[src/rtl/dpsk_pkg.sv]
// Shared types and helpers for the DPSK framed transmitter.
package dpsk_pkg;

    typedef enum logic [2:0] {
        ST_IDLE     = 3'd0,
        ST_PREAMBLE = 3'd1,
        ST_SYNC     = 3'd2,
        ST_PAYLOAD  = 3'd3,
        ST_DONE     = 3'd4
    } state_e;

    typedef enum logic {
        MODE_DBPSK = 1'b0,
        MODE_DQPSK = 1'b1
    } mode_e;

    // DQPSK dibit to phase step, expressed in quarter turns (Gray mapping)
    function automatic logic [1:0] dqpsk_quarters(input logic [1:0] dibit);
        logic [1:0] q;
        case (dibit)
            2'b00:   q = 2'd0;
            2'b01:   q = 2'd1;
            2'b11:   q = 2'd2;
            default: q = 2'd3;
        endcase
        return q;
    endfunction

endpackage

[src/rtl/dpsk_byte_fifo.sv]
// Synchronous show-ahead byte FIFO with occupancy count and registered ready.
module dpsk_byte_fifo #(
    parameter int unsigned DATA_W = 8,
    parameter int unsigned DEPTH  = 16
) (
    input  logic                       clk,
    input  logic                       rst,
    input  logic                       push,
    input  logic [DATA_W-1:0]          push_data,
    input  logic                       pop,
    output logic [DATA_W-1:0]          head_c,
    output logic [$clog2(DEPTH+1)-1:0] count,
    output logic                       ready
);

    localparam int unsigned AW = $clog2(DEPTH);
    localparam int unsigned CW = $clog2(DEPTH+1);

    logic [DATA_W-1:0] mem [DEPTH];
    logic [AW-1:0]     wr_ptr;
    logic [AW-1:0]     rd_ptr;
    logic [CW-1:0]     count_n;
    logic              do_push;
    logic              do_pop;

    assign do_push = push && ready;
    assign do_pop  = pop && (count != '0);
    assign head_c  = mem[rd_ptr];

    // Occupancy update; simultaneous push and pop leave it unchanged
    always_comb begin
        count_n = count;
        case ({do_push, do_pop})
            2'b10:   count_n = count + CW'(1);
            2'b01:   count_n = count - CW'(1);
            default: count_n = count;
        endcase
    end

    // Storage array (no reset needed, guarded by count)
    always_ff @(posedge clk) begin
        if (do_push) begin
            mem[wr_ptr] <= push_data;
        end
    end

    // Pointers, count and ready flag
    always_ff @(posedge clk or posedge rst) begin
        if (rst) begin
            wr_ptr <= '0;
            rd_ptr <= '0;
            count  <= '0;
            ready  <= 1'b1;
        end else begin
            if (do_push) wr_ptr <= wr_ptr + AW'(1);
            if (do_pop)  rd_ptr <= rd_ptr + AW'(1);
            count <= count_n;
            ready <= (count_n < CW'(DEPTH));
        end
    end

endmodule

[src/rtl/dpsk_tx_frame_mod.sv]
// Framed differential PSK transmitter: preamble, sync and payload bytes are
// serialised MSB first into DBPSK/DQPSK symbols riding on an NCO carrier.
module dpsk_tx_frame_mod
    import dpsk_pkg::*;
#(
    parameter int unsigned          DATA_W        = 8,
    parameter int unsigned          FIFO_DEPTH    = 16,
    parameter int unsigned          PREAMBLE_LEN  = 2,
    parameter logic [DATA_W-1:0]    PREAMBLE_BYTE = DATA_W'(8'hAA),
    parameter logic [DATA_W-1:0]    SYNC_BYTE     = DATA_W'(8'h7E),
    parameter int unsigned          SPS           = 16,
    parameter int unsigned          PHASE_W       = 10,
    parameter int unsigned          FREQ_WORD     = 64
) (
    input  logic                            sys_clk,
    input  logic                            rst,
    input  logic                            in_valid,
    input  logic [DATA_W-1:0]               in_data,
    output logic                            in_ready,
    input  logic                            mode,
    input  logic [$clog2(FIFO_DEPTH+1)-1:0] frame_len,
    output logic [PHASE_W-1:0]              out_phase,
    output logic                            out_valid,
    input  logic                            out_ready,
    output logic                            busy,
    output logic                            frame_done
);

    localparam int unsigned LEN_W = $clog2(FIFO_DEPTH+1);
    localparam int unsigned SW    = $clog2(SPS);
    localparam int unsigned SCW   = $clog2(DATA_W);
    localparam int unsigned PCW   = $clog2(PREAMBLE_LEN+1);

    state_e              state;
    state_e              state_next;
    mode_e               mode_q;
    logic [LEN_W-1:0]    len_q;
    logic [LEN_W-1:0]    eff_len;
    logic [LEN_W-1:0]    pay_cnt;
    logic [PCW-1:0]      pre_cnt;
    logic [DATA_W-1:0]   shreg;
    logic [DATA_W-1:0]   shreg_n;
    logic [DATA_W-1:0]   shifted;
    logic [DATA_W-1:0]   next_byte;
    logic [SCW-1:0]      sym_cnt;
    logic [SCW-1:0]      last_sym;
    logic [SW-1:0]       samp_cnt;
    logic [PHASE_W-1:0]  nco_acc;
    logic [PHASE_W-1:0]  nco_n;
    logic [PHASE_W-1:0]  sym_phase;
    logic [PHASE_W-1:0]  sym_n;

    logic                start_ok;
    logic                start;
    logic                load_pre;
    logic                load_sync;
    logic                load_pay;
    logic                frame_end;
    logic                accept;
    logic                sym_end;
    logic                byte_end;

    logic [LEN_W-1:0]    fifo_count;
    logic [DATA_W-1:0]   fifo_head;

    // Phase step of the symbol at the top of a byte
    function automatic logic [PHASE_W-1:0] first_step(input logic [DATA_W-1:0] b,
                                                      input mode_e m);
        logic [1:0] q;
        if (m == MODE_DQPSK) q = dqpsk_quarters(b[DATA_W-1 -: 2]);
        else                 q = b[DATA_W-1] ? 2'd2 : 2'd0;
        return PHASE_W'(q) << (PHASE_W-2);
    endfunction

    dpsk_byte_fifo #(
        .DATA_W (DATA_W),
        .DEPTH  (FIFO_DEPTH)
    ) u_fifo (
        .clk       (sys_clk),
        .rst       (rst),
        .push      (in_valid),
        .push_data (in_data),
        .pop       (load_pay),
        .head_c    (fifo_head),
        .count     (fifo_count),
        .ready     (in_ready)
    );

    // Frame length clamp, start qualifier and symbol/byte boundary strobes
    always_comb begin
        eff_len  = (frame_len > LEN_W'(FIFO_DEPTH)) ? LEN_W'(FIFO_DEPTH) : frame_len;
        start_ok = (eff_len != '0) && (fifo_count >= eff_len);
        accept   = out_valid && out_ready;
        sym_end  = accept && (samp_cnt == SW'(SPS-1));
        last_sym = (mode_q == MODE_DQPSK) ? SCW'(DATA_W/2-1) : SCW'(DATA_W-1);
        byte_end = sym_end && (sym_cnt == last_sym);
    end

    // FSM state register
    always_ff @(posedge sys_clk or posedge rst) begin
        if (rst) state <= ST_IDLE;
        else     state <= state_next;
    end

    // FSM next-state logic
    always_comb begin
        state_next = state;
        case (state)
            ST_IDLE:     if (start_ok) state_next = ST_PREAMBLE;
            ST_PREAMBLE: if (byte_end && (pre_cnt == PCW'(PREAMBLE_LEN))) state_next = ST_SYNC;
            ST_SYNC:     if (byte_end) state_next = ST_PAYLOAD;
            ST_PAYLOAD:  if (byte_end && (pay_cnt == len_q)) state_next = ST_DONE;
            ST_DONE:     state_next = ST_IDLE;
            default:     state_next = ST_IDLE;
        endcase
    end

    // FSM control outputs: which byte to load next, or end of frame
    always_comb begin
        start     = 1'b0;
        load_pre  = 1'b0;
        load_sync = 1'b0;
        load_pay  = 1'b0;
        frame_end = 1'b0;
        case (state)
            ST_IDLE: start = start_ok;
            ST_PREAMBLE: begin
                if (byte_end) begin
                    if (pre_cnt == PCW'(PREAMBLE_LEN)) load_sync = 1'b1;
                    else                               load_pre  = 1'b1;
                end
            end
            ST_SYNC: load_pay = byte_end;
            ST_PAYLOAD: begin
                if (byte_end) begin
                    if (pay_cnt == len_q) frame_end = 1'b1;
                    else                  load_pay  = 1'b1;
                end
            end
            default: ;
        endcase
    end

    // Next shift register, carrier and symbol phase
    always_comb begin
        shreg_n   = shreg;
        nco_n     = nco_acc;
        sym_n     = sym_phase;
        next_byte = PREAMBLE_BYTE;
        if (load_sync) next_byte = SYNC_BYTE;
        if (load_pay)  next_byte = fifo_head;
        shifted = (mode_q == MODE_DQPSK) ? (shreg << 2) : (shreg << 1);
        if (start) begin
            shreg_n = PREAMBLE_BYTE;
            nco_n   = '0;
            sym_n   = first_step(PREAMBLE_BYTE, mode_e'(mode));
        end else if (accept) begin
            nco_n = nco_acc + PHASE_W'(FREQ_WORD);
            if (sym_end && !frame_end) begin
                shreg_n = byte_end ? next_byte : shifted;
                sym_n   = sym_phase + first_step(shreg_n, mode_q);
            end
        end
    end

    // Datapath registers and registered status outputs
    always_ff @(posedge sys_clk or posedge rst) begin
        if (rst) begin
            mode_q     <= MODE_DBPSK;
            len_q      <= '0;
            shreg      <= '0;
            sym_cnt    <= '0;
            samp_cnt   <= '0;
            pre_cnt    <= '0;
            pay_cnt    <= '0;
            nco_acc    <= '0;
            sym_phase  <= '0;
            out_phase  <= '0;
            out_valid  <= 1'b0;
            busy       <= 1'b0;
            frame_done <= 1'b0;
        end else begin
            shreg      <= shreg_n;
            nco_acc    <= nco_n;
            sym_phase  <= sym_n;
            out_phase  <= nco_n + sym_n;
            busy       <= (state_next != ST_IDLE);
            frame_done <= (state_next == ST_DONE);
            if (start) begin
                mode_q    <= mode_e'(mode);
                len_q     <= eff_len;
                sym_cnt   <= '0;
                samp_cnt  <= '0;
                pre_cnt   <= PCW'(1);
                pay_cnt   <= '0;
                out_valid <= 1'b1;
            end else if (accept) begin
                samp_cnt <= sym_end ? '0 : samp_cnt + SW'(1);
                if (sym_end)   sym_cnt   <= byte_end ? '0 : sym_cnt + SCW'(1);
                if (load_pre)  pre_cnt   <= pre_cnt + PCW'(1);
                if (load_pay)  pay_cnt   <= pay_cnt + LEN_W'(1);
                if (frame_end) out_valid <= 1'b0;
            end
        end
    end

endmodule
[config.mk]
export PLATFORM = sky130hd
export DESIGN_NAME = dpsk_tx_frame_mod
export DESIGN_NICKNAME = d
export VERILOG_FILES = /design/src/rtl/dpsk_pkg.sv /design/src/rtl/dpsk_byte_fifo.sv /design/src/rtl/dpsk_tx_frame_mod.sv
export SDC_FILE = /design/constraint.sdc
export NUM_CORES = 1
export LEC_CHECK = 0
export BUFFER_PORTS_ARGS = -buffer_cell sky130_fd_sc_hd__buf_2
export CORE_UTILIZATION = 40
export CTS_CLUSTER_DIAMETER = 80
export DETAILED_ROUTE_END_ITERATION = 8
export GPL_TIMING_DRIVEN = 0
export RECOVER_POWER = 100
export SYNTH_ARGS = -nofsm -noshare
export SYNTH_HDL_FRONTEND = slang
export SYNTH_HIERARCHICAL = 1
export SYNTH_SLANG_ARGS = --single-unit
[constraint.sdc]
create_clock -name sys_clk -period 4.05 [get_ports sys_clk]
set_input_delay 0.6075 -clock sys_clk [delete_from_list [all_inputs] [get_ports sys_clk]]
set_output_delay 0.6075 -clock sys_clk [all_outputs]
set_load 0.02 [all_outputs]
==> metrics.md <==
| Metric | Value |
|---|---|
| Count of different cell masters after synthesis | 60 |
| Top Ports | 32 |
| Clock tree sinks | 205 |
| Bufs on Longest Clock Path | 3 |
| Initial detailed-routing violation count | 329 |
| Initial Util | 41.1% |
| Status | finished with violations |
| Clock input transition at the sequential cells of the worst setup and hold paths | 60 ps |
| Power Density | 559 mW/mm2 |
| Cell internal power dissipation | 4.03 mW |
| Clock insertion delay at the later pin of the skew report | 520 ps |
| Most frequent standard cell in the layout excluding fill and tap cells | edfxtp_1 |
| Wire length per cell | 18.5 um |
| Worst Hold Class | in2async |
| Gate Count Post-Synth | 637 |
| Max-capacitance violation count | 1 |
| Detailed-route wire length | 18.3 mm |
| Die area | 0.0232 mm2 |
| Count of flip-flops with a built-in enable after synthesis | 128 |
| Flops & latches, synth | 205 |
| Row count | 54 |
| Clk root buf | clkbuf_16 |
| Switching power share of the total | 29.1% |
| Number of warnings printed during yosys synthesis | 6 |
| Unrepaired setup endpoints after global routing | false |
| Largest driver fanout on the critical path | 10 |
| Shortest period the worst path allows | 3770 ps |
| Most frequently used flop master after synthesis | edfxtp_1 |
| Width of the die | 152 um |
| Vias in the first global route | 5492 |
| Fin. max-slew vios | 42 |
| Detailed-router iteration count before antenna repair | 6 |
| Residual DRC | 2 |
| Crit Path Class | reg2reg |
| Setup crit start kind | register |
| Static power due to leakage | 3.89 nW |
| Number of cells traversed by the worst register-to-register path | 20 |
| Post-synthesis sequential area ratio | 64.0% |
| Final hold slack | 123 ps |
| Async set-or-reset flop fraction in the synthesized netlist | 37.6% |
| Failing checks | design-rule violations, max-capacitance violations, max-slew violations |
| Port Buffer Count | 31 |
| Net total in the final layout | 744 |
| Worst slew slack as a fraction of its limit | -47.3% |
| Final Hold Fails | 0 |
| Post-DP HPWL | 12.6 mm |
| All-layer global routing usage | 16.4% |
| DRT antenna net count | 0 |
| Most frequent cells in the layout | 128 x edfxtp_1, 76 x dfrtp_1, 46 x nand2_1 |
| Weighted congestion at the end of routability-driven global placement | 0.808 |
| Die H | 152 um |
| Peak Freq | 0.265 GHz |
| Pin count of the biggest net entering global routing | 42 |
| Worst-case setup slack after placement | -410 ps |
| Post-synth net total | 686 |
| Slew at the pin closest to its max-slew limit | 2210 ps |
| IR drop worst, VDD | 0.000303 V |
| Total via count in the routed design | 5241 |
| Final setup margin | 276 ps |
| Per-instance average area after synthesis | 14.2 um2 |
| Setup violators final | 0 |
| Clock buffer count from CTS | 23 |
| Floorplan Core Area | 0.0220 mm2 |
| DR vias/cell | 5.29 |
| Combinational share of power | 19.9% |
| Clock power share | 32.4% |
| Initial antenna violation count | 0 |
| Share of cells above drive strength 1 | 12.8% |
| Clock tree from TritonCTS | built |
| Switching power | 1.65 mW |
| Area grow syn2layout | 12.7% |
| Period utilisation layout | 93.2% |
| Antenna Diode Count | 0 |
| Global-route wire length before repair | 29.5 mm |
| Endpoint required time on the critical path | 4440 ps |
| Relative contribution of sequential cells to total power | 47.6% |
| Arrival time reported for the critical path endpoint | 4160 ps |
| Clock Skew | 17.3 ps |
| Mapped cell area | 0.00902 mm2 |
| Leftover overflow at the end of global routing | 0 |
| Number of H-tree levels | 1 |
| Kind of capture point of the worst setup path | register |
[flip-flops by register name, indices dropped and copies added, names as in the netlist, 5 cells and up, named ones only]
register and flops:
len_q 5, out_phase 10, sym_phase 10, pay_cnt 5
u_fifo/mem 128, shreg 7, nco_acc 10
[power groups by stage]
stage,combinational (mW),clock [mW],sequential (mW)
5_1_grt,1.28,1.98,2.74
2_1_floorplan,0.806,0,2.73
6_report,1.13,1.84,2.71
4_1_cts,1.15,1.89,2.71
3_3_place_gp,1.10,0,2.73
3_5_place_dp,1.15,0,2.75
[worst max-delay path: stages (launching register included)]
cell      delay, ps
dfrtp_1         420
inv_1            70
ha_1            260
nand2b_1        140
a21o_1          170
a21oi_1         130
o21ai_0         140
o211ai_1        210
buf_4           250
and2_0          180
ha_1            190
inv_1            60
fa_1            400
nor2b_1         120
o21ai_0         120
a21boi_1        210
o21ai_0         100
nand2b_1        130
a21o_1          130
a21oi_1          80
xnor2_1         140
[final cells by class]
type,instances,area [um2]
fill,1907,11800
sequential,205,5770
multi-input combinational,385,3000
clock buffer,27,591
tap,280,350
buffer,26,156
timing repair buffer,34,145
inverter,20,75.1
clock inverter,13,72.6
[cell families after synthesis]
family,after synthesis,share of synthesized area [%]
and+or+nand+nor,146,8.21
adders and majority gates,31,4.47
AOI/OAI and AO/OA,111,7.84
muxes,62,9.32
buffers and inverters,47,2.61
DFF,205,64.0
xor gates and xnor gates,35,3.56
[synth_stat cells, drive strengths merged, types with 3 or more instances]
library cell	count	share of area [%]
a211oi	3	0.25
a21o	4	0.35
a21oi	30	1.7
a221oi	8	0.78
a22oi	9	0.75
and2	26	1.8
and3	8	0.58
buf	13	1.2
clkbuf	14	0.58
dfrtp	76	21
edfxtp	128	43
ha	29	4.0
inv	19	0.79
mux2	13	1.7
mux2i	33	3.7
mux4	16	4.0
nand2	46	1.9
nand2b	3	0.21
nand3	8	0.50
nand4	6	0.42
nor2	26	1.1
nor2b	7	0.49
nor3	5	0.28
o211ai	4	0.49
o21ai	40	2.2
or4	3	0.31
xnor2	17	1.7
xor2	18	1.9
[per-stage QoR]
step                      area, um2  total power [mW]  cells  util, %  TNS [ps]
after floorplan                9020              3.54    637        -         0
after global placement         9530              3.82    948     43.4      -997
after detailed placement       9550              3.89    949     43.5     -1120
after CTS                     10200              5.75    989     46.5         0
after global routing          10200              6.00    990     46.3         0
final                         10200              5.68    990     46.3         0
[final timing paths]
kind	slack, ps	from	endpoint
worst min-delay path	120	rst	u_fifo/count[0]
max in group asynchronous	1220	rst	samp_cnt[3]
min in group sys_clk	350	mode	mode_q
worst max register to register	280	u_fifo/count[0]	out_phase[8]
worst min register to register	500	sym_phase[4]	sym_phase[4]
worst max-delay path	280	u_fifo/count[0]	out_phase[8]
[layer usage]
metal	share of wire [%]	GRT usage (%)
met5	0	0
met4	2.8	5.20
met3	4.4	2.50
met2	50	28.1
met1	43	21.4
[repair_timing]
action,in CTS,in global routing
hold buffers,0,0
gates resized for setup,0,8
setup endpoints to repair,0,4
buffers inserted,0,2
(Power assumes the default switching activity.)
